<file path="src/rtl/overflow_range_store.sv">
// rtl/overflow_range_store.sv - circular store of inclusive overflow ranges with a same-cycle hit query
// Defining OM_MERGE_EN widens an overlapping/adjacent entry instead of allocating a new one.
module overflow_range_store #(
   parameter int DEPTH  = 8,
   parameter int ADDR_W = 32
) (
   input  logic                     clk_i,
   input  logic                     rst_i,
   input  logic                     clr_i,
   input  logic                     wr_en_i,
   input  logic [ADDR_W-1:0]        wr_first_i,
   input  logic [ADDR_W-1:0]        wr_last_i,
   input  logic [ADDR_W-1:0]        find_addr_i,
   output logic                     hit_o,
   output logic [$clog2(DEPTH)-1:0] hit_idx_o,
   input  logic [$clog2(DEPTH)-1:0] rd_idx_i,
   output logic [ADDR_W-1:0]        rd_first_o,
   output logic [ADDR_W-1:0]        rd_last_o,
   output logic                     rd_valid_o,
   output logic [$clog2(DEPTH):0]   count_o,
   output logic                     full_o,
   output logic                     overwrite_o,
   output logic                     bad_wr_o
);

   localparam int IW  = $clog2(DEPTH);
   localparam int CW  = IW + 1;
   localparam int AXW = ADDR_W + 1;

   logic [ADDR_W-1:0] first_q [DEPTH];
   logic [ADDR_W-1:0] last_q  [DEPTH];
   logic [DEPTH-1:0]  valid_q;
   logic [IW-1:0]     wptr_q;
   logic [CW-1:0]     count_q;

   logic [DEPTH-1:0]  hit_vec;
   logic              bad_wr;
   logic              wr_ok;

   logic              merge_hit;
   logic [IW-1:0]     merge_idx;
   logic [ADDR_W-1:0] merge_first;
   logic [ADDR_W-1:0] merge_last;

   // Query sees pre-write contents; new ranges appear the cycle after the strobe.
   always_comb begin
      hit_vec = '0;
      for (int i = 0; i < DEPTH; i++) begin
         hit_vec[i] = valid_q[i] && (find_addr_i >= first_q[i]) && (find_addr_i <= last_q[i]);
      end
   end

   always_comb begin
      hit_idx_o = '0;
      for (int i = DEPTH - 1; i >= 0; i--) begin
         if (hit_vec[i]) hit_idx_o = IW'(i);
      end
   end

   assign hit_o = |hit_vec;

   assign bad_wr = wr_en_i && (wr_first_i > wr_last_i);
   assign wr_ok  = wr_en_i && !bad_wr;

`ifdef OM_MERGE_EN
   logic [DEPTH-1:0] cand_vec;
   logic [AXW-1:0]   new_first_x;
   logic [AXW-1:0]   new_last_p1;

   // Extra top bit keeps last+1 of an all-ones range from wrapping to zero.
   assign new_first_x = {1'b0, wr_first_i};
   assign new_last_p1 = {1'b0, wr_last_i} + AXW'(1);

   always_comb begin
      cand_vec = '0;
      for (int i = 0; i < DEPTH; i++) begin
         cand_vec[i] = valid_q[i]
                    && (new_first_x <= ({1'b0, last_q[i]} + AXW'(1)))
                    && ({1'b0, first_q[i]} <= new_last_p1);
      end
   end

   always_comb begin
      merge_idx = '0;
      for (int i = DEPTH - 1; i >= 0; i--) begin
         if (cand_vec[i]) merge_idx = IW'(i);
      end
   end

   assign merge_hit   = |cand_vec;
   assign merge_first = (first_q[merge_idx] < wr_first_i) ? first_q[merge_idx] : wr_first_i;
   assign merge_last  = (last_q[merge_idx] > wr_last_i) ? last_q[merge_idx] : wr_last_i;
`else
   assign merge_hit   = 1'b0;
   assign merge_idx   = '0;
   assign merge_first = wr_first_i;
   assign merge_last  = wr_last_i;
`endif

   always_ff @(posedge clk_i) begin
      if (rst_i) begin
         valid_q     <= '0;
         wptr_q      <= '0;
         count_q     <= '0;
         rd_first_o  <= '0;
         rd_last_o   <= '0;
         rd_valid_o  <= 1'b0;
         overwrite_o <= 1'b0;
         bad_wr_o    <= 1'b0;
      end else begin
         rd_first_o  <= first_q[rd_idx_i];
         rd_last_o   <= last_q[rd_idx_i];
         rd_valid_o  <= valid_q[rd_idx_i];
         overwrite_o <= 1'b0;
         bad_wr_o    <= 1'b0;
         if (clr_i) begin
            valid_q <= '0;
            wptr_q  <= '0;
            count_q <= '0;
         end else if (bad_wr) begin
            bad_wr_o <= 1'b1;
         end else if (wr_ok) begin
            if (merge_hit) begin
               first_q[merge_idx] <= merge_first;
               last_q[merge_idx]  <= merge_last;
            end else begin
               // Circular pointer: a valid slot here is always the oldest range.
               first_q[wptr_q] <= wr_first_i;
               last_q[wptr_q]  <= wr_last_i;
               valid_q[wptr_q] <= 1'b1;
               wptr_q          <= wptr_q + IW'(1);
               if (valid_q[wptr_q]) overwrite_o <= 1'b1;
               else                 count_q     <= count_q + CW'(1);
            end
         end
      end
   end

   assign count_o = count_q;
   assign full_o  = (count_q == CW'(DEPTH));

endmodule

</file>
<file path="config.mk">
export PLATFORM = sky130hd
export DESIGN_NAME = overflow_range_store
export DESIGN_NICKNAME = d
export VERILOG_FILES = /design/src/rtl/overflow_range_store.sv
export SDC_FILE = /design/constraint.sdc
export NUM_CORES = 1
export LEC_CHECK = 0
export CAP_MARGIN = 0
export CELL_PAD_IN_SITES_DETAIL_PLACEMENT = 1
export CELL_PAD_IN_SITES_GLOBAL_PLACEMENT = 2
export CORE_UTILIZATION = 43
export DETAILED_ROUTE_END_ITERATION = 6
export GPL_TIMING_DRIVEN = 1
export PLACE_DENSITY = 0.79
export SLEW_MARGIN = 15
export SYNTH_ARGS = -nofsm -noshare
export SYNTH_HDL_FRONTEND = slang
export SYNTH_SLANG_ARGS = --single-unit
</file>
<file path="constraint.sdc">
create_clock -name clk_i -period 16.3 [get_ports clk_i]
set_input_delay 4.89 -clock clk_i [delete_from_list [all_inputs] [get_ports clk_i]]
set_output_delay 4.89 -clock clk_i [all_outputs]
set_load 0.05 [all_outputs]
</file>
==> summary.md, run 1 <==
| Metric | Value |
|---|---|
| Status | `complete, no violations` |
| Synth Area per Inst | `12.1 sq um` |
| Peak supply drop | `0.0838 mV` |
| Area growth syn-to-layout | `15.5%` |
| Post-route antenna net violation count | `0` |
| Cts repair resizes | `0` |
| FF-to-FF Start | `wptr_q[0]` |
| Post-synth cell types | `62` |
| R2R Path End | `last_q[0][19]` |
| Crit path max fanout | `16` |
| Setup crit end kind | `output pin` |
| Core area | `0.0805 sq mm` |
| Share of layout cells above drive strength 1 | `8.90%` |
| Post-synthesis net count | `3,533` |
| Finished layout cell area | `0.0405 sq mm` |
| Vias | `24,732` |
| Post-synth EDFFs | `512` |
| Fillcell total | `8,245` |
| Most used DFF post-synth | `edfxtp_1` |
| RD Place Congestion | `0.907` |
| Yosys top cell area share | `43.9%` |
| Worst path cell trace | `clkdlybuf4s50_1 -> ha_1 -> nand4_1 -> nor4_2 -> o21ai_1 -> o211ai_1 -> a21o_1 -> a32o_1 -> and2_1 -> o21ai_0 -> a31oi_1 -> clkdlybuf4s50_1` |
| WS Path Type | `in -> out` |
| Die width | `287 um` |
| Clock Skew | `23.3 ps` |
| Row count | `104` |
| Clk pwr share | `42.6%` |
| Number of global-route vias before repair | `26,425` |
| Fmax | `65.7 MHz` |
| Gate power share | `11.5%` |
| Die area | `0.0826 sq mm` |
| Initial antenna violation count | `7` |
| Slew @ Worst Pin | `1180 ps` |
| Skew-Pair Late Insertion Delay | `620 ps` |
| Power density cells | `90.2 mW/mm^2` |
| 1st-pass router iterations | `5` |
| Final TNS setup | `0 ps` |
| Post-DP HPWL | `88.0 mm` |
| #FFs+latches synth | `594` |
| Cell with the most instances after synthesis | `ha_1` |
| Worst-case clock buffer depth | `3` |
| Syn Inst Count | `2,883` |
| Hold Crit Depth | `2` |
| R2R depth | `3` |
| RSZ-0062 raised after global routing | `false` |
| GRT Residual Overflow | `0` |
| H-Tree Depth | `3` |
| PortBufs | `178` |
| Min-Delay Endpoint | `count_o[3]` |
| Total power | `0.00365 W` |
| Root buffer cell | `clkbuf_16` |
| Hold Crit Class | `reg -> reg` |
| Crit-path most repeated cell | `clkdlybuf4s50_1` |
| Largest area contributor in the netlist | `edfxtp_1` |
| Post-synth top cells | `ha_1 (547), inv_1 (542), edfxtp_1 (512)` |
| Num Clock Sinks | `594` |
| WL/cell | `28.3 um` |
| P_int | `0.00273 W` |
| DP Area | `0.0382 sq mm` |
| P_sw | `0.000920 W` |
| Routed WL | `120 mm` |
| Worst path required time | `11,410 ps` |
| Setup violators final | `0` |
| Pleak | `17.5 nW` |
| Drt initial violations | `2,094` |
| Period minus WS final | `15,230 ps` |
| CP startpoint kind | `input pin` |
| Sequential-to-total area share from yosys stat | `48.6%` |
| Fin. max-slew vios | `0` |
| DRC | `0` |
| Num ports | `179` |
| Fin. Hold Viols | `0` |
| Post-synth ARST share | `0%` |
| Post-CTS Setup Bufs | `0` |
| Hold path startpoint | `count_o[3]` |
| Mapped Area | `0.0350 sq mm` |
| WP data arrival | `10,340 ps` |
| CTS tree | `done` |
| Max_slew headroom | `19.5%` |
| Die Ht | `287 um` |
| R2R setup slack | `13,360 ps` |
| Via/cell ratio | `5.85` |
| All-Layer GR Usage | `29.2%` |
| Max_cap viols | `0` |
| Start point of the critical path | `find_addr_i[15]` |
| Synth top area cells | `edfxtp_1 (44%), ha_1 (20%), mux4_2 (8.5%)` |
| CTS buffer count | `69` |
| Syn. warnings | `0` |
| # nets final | `3,767` |
| Slowest cell on the critical path | `clkdlybuf4s50_1` |
| Initial Utilization | `43.5%` |
| CTS hold repair buffers | `0` |
| Clk slew on worst S/H paths | `60 ps` |
| Share of the clock period used by the worst path | `93.4%` |
| First-pass GRT wire length | `176 mm` |
| Largest stage delay, worst path | `990 ps` |
| Share of power burned in registers | `45.9%` |
| Largest net degree at the start of global routing | `78` |
| Sw frac | `25.2%` |
[critical path, delay by kind of cell]
kind | cells | cell delay [ps]
buf+inv | 2 | 1910
compound gates | 6 | 1610
simple gates | 3 | 1280
fa+ha+maj | 1 | 620
[worst max-delay path by stage]
stage / to / cells past startpoint
6_report: hit_idx_o[1] / 12
5_1_grt: hit_idx_o[1] / 12
4_1_cts: hit_idx_o[1] / 12
3_5_place_dp: hit_idx_o[1] / 12
3_3_place_gp: hit_idx_o[1] / 12
2_1_floorplan: first_q[4][0] / 10
[stage by stage]
stage | setup WS (ps) | utilization [%] | hold slack, ps | instances
2_1_floorplan | 2580 | - | 476 | 2883
3_3_place_gp | 795 | 47.5 | 500 | 4106
3_5_place_dp | 1280 | 47.5 | 515 | 4106
4_1_cts | 1240 | 50.2 | 528 | 4230
5_1_grt | 1030 | 50.2 | 550 | 4231
6_report | 1070 | 50.2 | 521 | 4231
[state kept, by name, summed over array words and instances (netlist names)]
signal / cells
first_q: 256
last_q: 256
rd_first_o: 32
rd_last_o: 32
valid_q: 8
count_o: 4
wptr_q: 3
bad_wr_o: 1
overwrite_o: 1
rd_valid_o: 1
[cells in the final DEF, fill, tap and decap left out, types with 15 or more instances in the layout]
| cell type | Yosys | routed |
|---|---|---|
| clkbuf_16 | 0 | 71 |
| clkdlybuf4s50_1 | 0 | 174 |
| mux2i_1 | 68 | 68 |
| nand3_1 | 37 | 37 |
| a211oi_1 | 22 | 22 |
| clkbuf_1 | 27 | 15 |
| nor2b_1 | 26 | 25 |
| mux4_2 | 132 | 132 |
| edfxtp_1 | 512 | 512 |
| inv_1 | 542 | 542 |
| o211ai_1 | 17 | 17 |
| buf_4 | 0 | 34 |
| nor3_1 | 17 | 16 |
| a21o_1 | 74 | 74 |
| a21oi_1 | 186 | 186 |
| nand4_1 | 88 | 88 |
| nand2_1 | 104 | 104 |
| o21ai_0 | 96 | 96 |
| dfxtp_1 | 82 | 82 |
| nor2_1 | 136 | 135 |
| ha_1 | 547 | 547 |
[kinds of logic (layout without fill, tap and decap cells)]
logic type / count (synthesis) / after routing / share of synthesized area [%]
DFF: 594 / 594 / 48.6
buffers and inverters: 589 / 876 / 6.34
adders and majority gates: 547 / 547 / 19.5
AOI/OAI and AO/OA: 477 / 477 / 8.35
and+or+nand+nor: 473 / 473 / 6.68
muxes: 200 / 200 / 10.4
xor gates and xnor gates: 3 / 3 / 0.0750
other: 0 / 1 / 0
[final cells by class]
cell class / instances / area (sq um) / area share, %
antenna: 1 / 2.50 / 0.00619
inverter: 542 / 2030 / 5.03
timing repair buffer: 210 / 2020 / 5.00
clock inverter: 32 / 293 / 0.724
tap: 1060 / 1330 / 3.28
multi-input combinational: 1700 / 15800 / 39.2
clock buffer: 92 / 1920 / 4.74
sequential: 594 / 17000 / 42.1
[power groups by stage]
| stage | clock network [W] | registers, W | logic [W] |
|---|---|---|---|
| 5_1_grt | 0.00162 | 0.00167 | 0.000454 |
| 4_1_cts | 0.00158 | 0.00167 | 0.000420 |
| 3_5_place_dp | 0 | 0.00171 | 0.000417 |
| 6_report | 0.00155 | 0.00167 | 0.000420 |
| 3_3_place_gp | 0 | 0.00171 | 0.000404 |
| 2_1_floorplan | 0 | 0.00174 | 0.000186 |
[metal layers]
layer	track usage, %	vias to the layer above	share of wire [%]
li1	-	11084	-
met1	42.4	12716	47
met2	44.8	759	44
met3	4.23	167	5.7
met4	9.32	6	3.0
met5	0	-	0.031
No activity file was read; power rests on OpenSTA's default activity.
==> run 2, diff against run 1 <==
==> constraint.sdc (replaced) <==
create_clock -name clk_i -period 16.3 [get_ports clk_i]
set_input_delay 4.075 -clock clk_i [delete_from_list [all_inputs] [get_ports clk_i]]
set_output_delay 4.075 -clock clk_i [all_outputs]
set_load 0.05 [all_outputs]
==> summary.md, run 2 (synthesized netlist as in run 1, its figures left out) <==
| Metric | Value |
|---|---|
| WP data arrival | `9420 ps (-920 ps)` |
| First-pass GRT wire length | `175 mm (-0.37%)` |
| Row count | `104 (unchanged)` |
| Hold Crit Class | `reg -> reg` |
| Power density cells | `91.4 mW/mm^2 (+1.3%)` |
| RD Place Congestion | `0.931 (+2.6%)` |
| Post-DP HPWL | `87.1 mm (-1.1%)` |
| # nets final | `3,765 (-0.053%)` |
| 1st-pass router iterations | `7 (+2)` |
| Max_cap viols | `0 (unchanged)` |
| Number of global-route vias before repair | `26,344 (-0.31%)` |
| Num ports | `179 (unchanged)` |
| Crit-path most repeated cell | `clkdlybuf4s50_1` |
| Vias | `24,552 (-0.73%)` |
| CP delay by family, top | `buffers and inverters` |
| Ant. Diodes | `0 (-1)` |
| PortBufs | `178 (unchanged)` |
| GRT Residual Overflow | `0 (unchanged)` |
| Fin. max-slew vios | `0 (unchanged)` |
| Drt initial violations | `1,900 (-9.3%)` |
| Clock Skew | `19.7 ps (-3.58 ps)` |
| WL/cell | `28.1 um (-0.46%)` |
| Share of layout cells above drive strength 1 | `8.95% (+0.057 points)` |
| Commonest non-fill, non-tap cell in the layout | `ha_1` |
| Worst-case clock buffer depth | `3 (unchanged)` |
| Initial Utilization | `43.5% (unchanged)` |
| Fmax | `74.1 MHz (+13%)` |
| Largest net degree at the start of global routing | `78 (unchanged)` |
| WS Path Type | `in -> out` |
| CP startpoint kind | `input pin` |
| Num Clock Sinks | `594 (unchanged)` |
| Setup WS post-layout | `2800 ps (+1730 ps)` |
| CTS tree | `done` |
| CTS hold repair buffers | `0 (unchanged)` |
| Root buffer cell | `clkbuf_16` |
| Crit path buf inv count | `2 (unchanged)` |
| Hold path startpoint | `count_o[2]` |
| WHS | `527 ps (+6.44 ps)` |
| Fillcell total | `8,302 (+0.69%)` |
| Setup crit end kind | `output pin` |
| DRC | `0 (unchanged)` |
| Skew-Pair Late Insertion Delay | `620 ps (about the same)` |
| Die area | `0.0826 sq mm (unchanged)` |
| Seq. cell area | `0.0170 sq mm (unchanged)` |
| Period minus WS final | `13,500 ps (-1730 ps)` |
| Setup violators final | `0 (unchanged)` |
| R2R Path End | `last_q[2][12]` |
| Setup WS pre-CTS | `2920 ps (+1640 ps)` |
| R2R setup slack | `13,480 ps (+120 ps)` |
| P_int | `0.00277 W (+1.7%)` |
| Post-route antenna net violation count | `0 (unchanged)` |
| Sw frac | `25.1% (-0.13 points)` |
| Post-CTS Setup Bufs | `0 (unchanged)` |
| Largest stage delay, worst path | `960 ps (-30 ps)` |
| Min-Delay Endpoint | `count_o[2]` |
| Max_slew headroom | `17.9% (-1.7 points)` |
| CTS buffer count | `70 (+1.4%)` |
| Slew @ Worst Pin | `1220 ps (+43.9 ps)` |
| Share of power burned in registers | `45.2% (-0.7 points)` |
| Biggest regs | `first_q (256), last_q (256)` |
| Via/cell ratio | `5.80 (-0.75%)` |
| Cts repair resizes | `0 (unchanged)` |
| Core area | `0.0805 sq mm (unchanged)` |
| H-Tree Depth | `3 (unchanged)` |
| Pleak | `17.5 nW (+0.20%)` |
| Area growth syn-to-layout | `15.8%` |
| All-Layer GR Usage | `29.3% (+0.070 points)` |
| R2R depth | `4 (+1)` |
| Commonest cells after routing, fill and taps aside | `ha_1 (547), inv_1 (542), edfxtp_1 (512)` |
| Peak supply drop | `0.0777 mV (-7.3%)` |
| Initial antenna violation count | `5 (-2)` |
| Slowest cell on the critical path | `clkdlybuf4s50_1` |
| Multi-input gate area in the final layout | `0.0158 sq mm (about the same)` |
| Final TNS setup | `0 ps (unchanged)` |
| P_sw | `0.000930 W (+1.0%)` |
| Worst path cell trace | `clkdlybuf4s50_1 -> ha_1 -> nand4_1 -> nor4_2 -> o21ai_1 -> o211ai_1 -> a21o_1 -> a32o_1 -> and2_1 -> o21ai_0 -> a31oi_1 -> clkdlybuf4s50_1` |
| Worst path required time | `12,230 ps (+820 ps)` |
| Gate power share | `11.3% (-0.2 points)` |
| Crit path max fanout | `16 (unchanged)` |
| Status | `complete, no violations` |
| Die width | `287 um (unchanged)` |
| Die Ht | `287 um (unchanged)` |
| Clk pwr share | `43.5% (+0.9 points)` |
| FF-to-FF Start | `wptr_q[1]` |
| Clk slew on worst S/H paths | `60 ps (about the same)` |
| Hold Crit Depth | `2 (unchanged)` |
| Routed WL | `119 mm (-0.44%)` |
| Share of the clock period used by the worst path | `82.8% (-11 points)` |
| Fin. Hold Viols | `0 (unchanged)` |
| RSZ-0062 raised after global routing | `false` |
==> run 2: power groups by stage <==
| stage | combinational (W) | sequential, W | clock, W |
|---|---|---|---|
| after floorplan | 0.000186 | 0.00174 | 0 |
| after global placement | 0.000404 | 0.00171 | 0 |
| after detailed placement | 0.000417 | 0.00171 | 0 |
| after CTS | 0.000420 | 0.00167 | 0.00164 |
| after global routing | 0.000454 | 0.00167 | 0.00169 |
| final | 0.000419 | 0.00167 | 0.00161 |
==> run 2: worst max path at each step <==
stage / from / end / slack, ps / depth (start not counted)
floorplan: wr_last_i[1] / first_q[4][0] / 3400 / 10
global placement: find_addr_i[15] / hit_idx_o[1] / 2460 / 12
detailed placement: find_addr_i[15] / hit_idx_o[1] / 2920 / 12
CTS: find_addr_i[15] / hit_idx_o[1] / 2830 / 12
global route: find_addr_i[2] / hit_idx_o[2] / 2610 / 12
finish: find_addr_i[15] / hit_idx_o[1] / 2800 / 12
==> run 2: worst reg2reg max path, stage by stage, from the launching register on <==
cell and delay (ps):
dfxtp_1 650, nor2b_1 290, nor3b_2 190, buf_4 440, buf_4 810
==> run 2: layout make-up <==
class	instances	area share (%)
clock buffer	94	4.88
sequential	594	42.0
multi-input combinational	1700	39.1
inverter	542	5.02
tap	1060	3.27
timing repair buffer	207	4.93
clock inverter	35	0.858
==> run 2: through the flow <==
stage                     util [%]  power, W  instance area [sq um]  cells
after floorplan                  -   0.00193                  35000   2883
final                         50.3   0.00370                  40500   4232
after CTS                     50.3   0.00373                  40500   4232
after global placement        47.4   0.00211                  38200   4103
after detailed placement      47.4   0.00212                  38200   4103
after global routing          50.3   0.00381                  40500   4232
==> run 2: per-layer routing <==
metal | routed length (um) | vias to the layer above | GRT usage, %
met3 | 8980 | 142 | 6.11
met4 | 3300 | 4 | 8.70
met2 | 52700 | 782 | 44.7
met5 | 23 | - | 0
met1 | 54200 | 12538 | 41.7
li1 | - | 11086 | -
==> run 3, diff against run 2 <==
==> constraint.sdc (replaced) <==
create_clock -name clk_i -period 13 [get_ports clk_i]
set_input_delay 3.25 -clock clk_i [delete_from_list [all_inputs] [get_ports clk_i]]
set_output_delay 3.25 -clock clk_i [all_outputs]
set_load 0.05 [all_outputs]
==> summary.md, run 3 (synthesized netlist as in run 1, its figures left out) <==
| Metric | Value |
|---|---|
| Via/cell ratio | `5.81 (+0.21%)` |
| Setup violators final | `0 (unchanged)` |
| Drt initial violations | `2,099 (+10%)` |
| Inst Count DP | `4,108 (+0.12%)` |
| WHS | `514 ps (-13.4 ps)` |
| Die area | `0.0826 sq mm (unchanged)` |
| Num ports | `179 (unchanged)` |
| Commonest non-fill, non-tap cell in the layout | `ha_1` |
| Power density cells | `116 mW/mm^2 (+27%)` |
| Share of layout cells above drive strength 1 | `9.27% (+0.32 points)` |
| GRT Residual Overflow | `0 (unchanged)` |
| Commonest cells after routing, fill and taps aside | `ha_1 (547), inv_1 (542), edfxtp_1 (512)` |
| Multi-input gate area in the final layout | `0.0158 sq mm (about the same)` |
| PortBufs | `178 (unchanged)` |
| Max_slew headroom | `5.42% (-12 points)` |
| WP data arrival | `9040 ps (-380 ps)` |
| Post-DP HPWL | `87.3 mm (+0.21%)` |
| Row count | `104 (unchanged)` |
| CTS buffer count | `72 (+2.9%)` |
| # nets final | `3,772 (+0.19%)` |
| Final TNS setup | `0 ps (unchanged)` |
| Skew-Pair Late Insertion Delay | `620 ps (about the same)` |
| Clk slew on worst S/H paths | `50 ps (about the same)` |
| Peak supply drop | `0.106 mV (+37%)` |
| Hold Crit Class | `reg -> reg` |
| Initial antenna violation count | `4 (-1)` |
| DRC | `0 (unchanged)` |
| Core area | `0.0805 sq mm (unchanged)` |
| CP startpoint kind | `input pin` |
| Pleak | `17.6 nW (+0.54%)` |
| Worst path required time | `9750 ps (-2480 ps)` |
| Fillcell total | `8,245 (-0.69%)` |
| Biggest regs | `first_q (256), last_q (256)` |
| Largest net degree at the start of global routing | `78 (unchanged)` |
| RSZ-0062 raised after global routing | `false` |
| First-pass GRT wire length | `176 mm (+0.46%)` |
| H-Tree Depth | `3 (unchanged)` |
| Max_cap viols | `0 (unchanged)` |
| Initial Utilization | `43.5% (unchanged)` |
| WL/cell | `28.2 um (+0.18%)` |
| CTS hold repair buffers | `0 (unchanged)` |
| Cell Count, Final, Fillers Out | `4,241 (+0.21%)` |
| Routed WL | `120 mm (+0.39%)` |
| Fin. max-slew vios | `0 (unchanged)` |
| Fin. Hold Viols | `0 (unchanged)` |
| Vias | `24,655 (+0.42%)` |
| Worst-case clock buffer depth | `3 (unchanged)` |
| All-Layer GR Usage | `29.2% (-0.033 points)` |
| Crit path max fanout | `16 (unchanged)` |
| Post-route antenna net violation count | `0 (unchanged)` |
| Die width | `287 um (unchanged)` |
| Status | `complete, no violations` |
| 1st-pass router iterations | `5 (-2)` |
| WS Path Type | `in -> out` |
| RD Place Congestion | `0.907 (-2.6%)` |
| Root buffer cell | `clkbuf_16` |
| Fmax | `81.4 MHz` |
| Cts repair resizes | `0 (unchanged)` |
| Post-CTS Setup Bufs | `0 (unchanged)` |
| Area growth syn-to-layout | `16.2%` |
| Setup crit end kind | `output pin` |
| Share of the clock period used by the worst path | `94.5%` |
| Die Ht | `287 um (unchanged)` |
| Ant. Diodes | `0 (unchanged)` |
| Clock Skew | `19.1 ps (-0.614 ps)` |
| Slew @ Worst Pin | `1410 ps (+185 ps)` |
| Seq. cell area | `0.0170 sq mm (unchanged)` |
| Num Clock Sinks | `594 (unchanged)` |
| Number of global-route vias before repair | `26,239 (-0.40%)` |
| CTS tree | `done` |
| Period minus WS final | `12,290 ps` |
-- run 3: path summary, 6_finish.rpt --
path / startpoint / to / slack (ps) / cells after the start
max: find_addr_i[15] / hit_idx_o[0] / 710 / 12
min: count_o[3] / count_o[3] / 510 / 2
max reg2reg: wptr_q[0] / last_q[1][10] / 10210 / 4
min reg2reg: count_o[3] / count_o[3] / 510 / 2
-- run 3: metal layers --
| layer | part of all wire (%) | global-route usage, % | vias up | routed length [um] |
|---|---|---|---|---|
| met1 | 46 | 42.4 | 12679 | 55400 |
| met5 | 0.023 | 0 | - | 27 |
| met4 | 2.2 | 7.38 | 4 | 2630 |
| li1 | - | - | 11094 | - |
| met2 | 45 | 45.5 | 745 | 54000 |
| met3 | 6.3 | 4.64 | 133 | 7580 |
-- run 3: per-stage QoR --
stage	area [sq um]	worst slack (ps)	power [W]	util, %
floorplan	35000	924	0.00242	-
global placement	38200	895	0.00264	47.5
detailed placement	38200	935	0.00266	47.5
CTS	40700	894	0.00477	50.5
global route	40700	732	0.00488	50.5
finish	40700	714	0.00474	50.5
-- run 3: area by class of cell --
type	count	area share [%]
clock inverter	32	0.900
timing repair buffer	212	5.00
inverter	542	5.00
clock buffer	101	5.15
multi-input combinational	1700	38.9
tap	1060	3.26
sequential	594	41.8
-- run 3: power breakdown --
part           leakage, nW  switching (W)  total (W)  internal, W
logic                 11.1       0.000332   0.000528     0.000196
clock network         1.20       0.000843    0.00212      0.00127
registers             5.29     0.00000882    0.00210      0.00209
-- run 3: worst max-delay path: stages --
cell,delay [ps]
clkdlybuf4s50_1,950
ha_1,620
nand4_1,250
nor4_1,1230
o21ai_1,390
o211ai_1,300
a21o_1,160
a32o_1,170
nand3b_1,90
and3_1,190
o21ai_1,480
clkdlybuf4s50_1,920
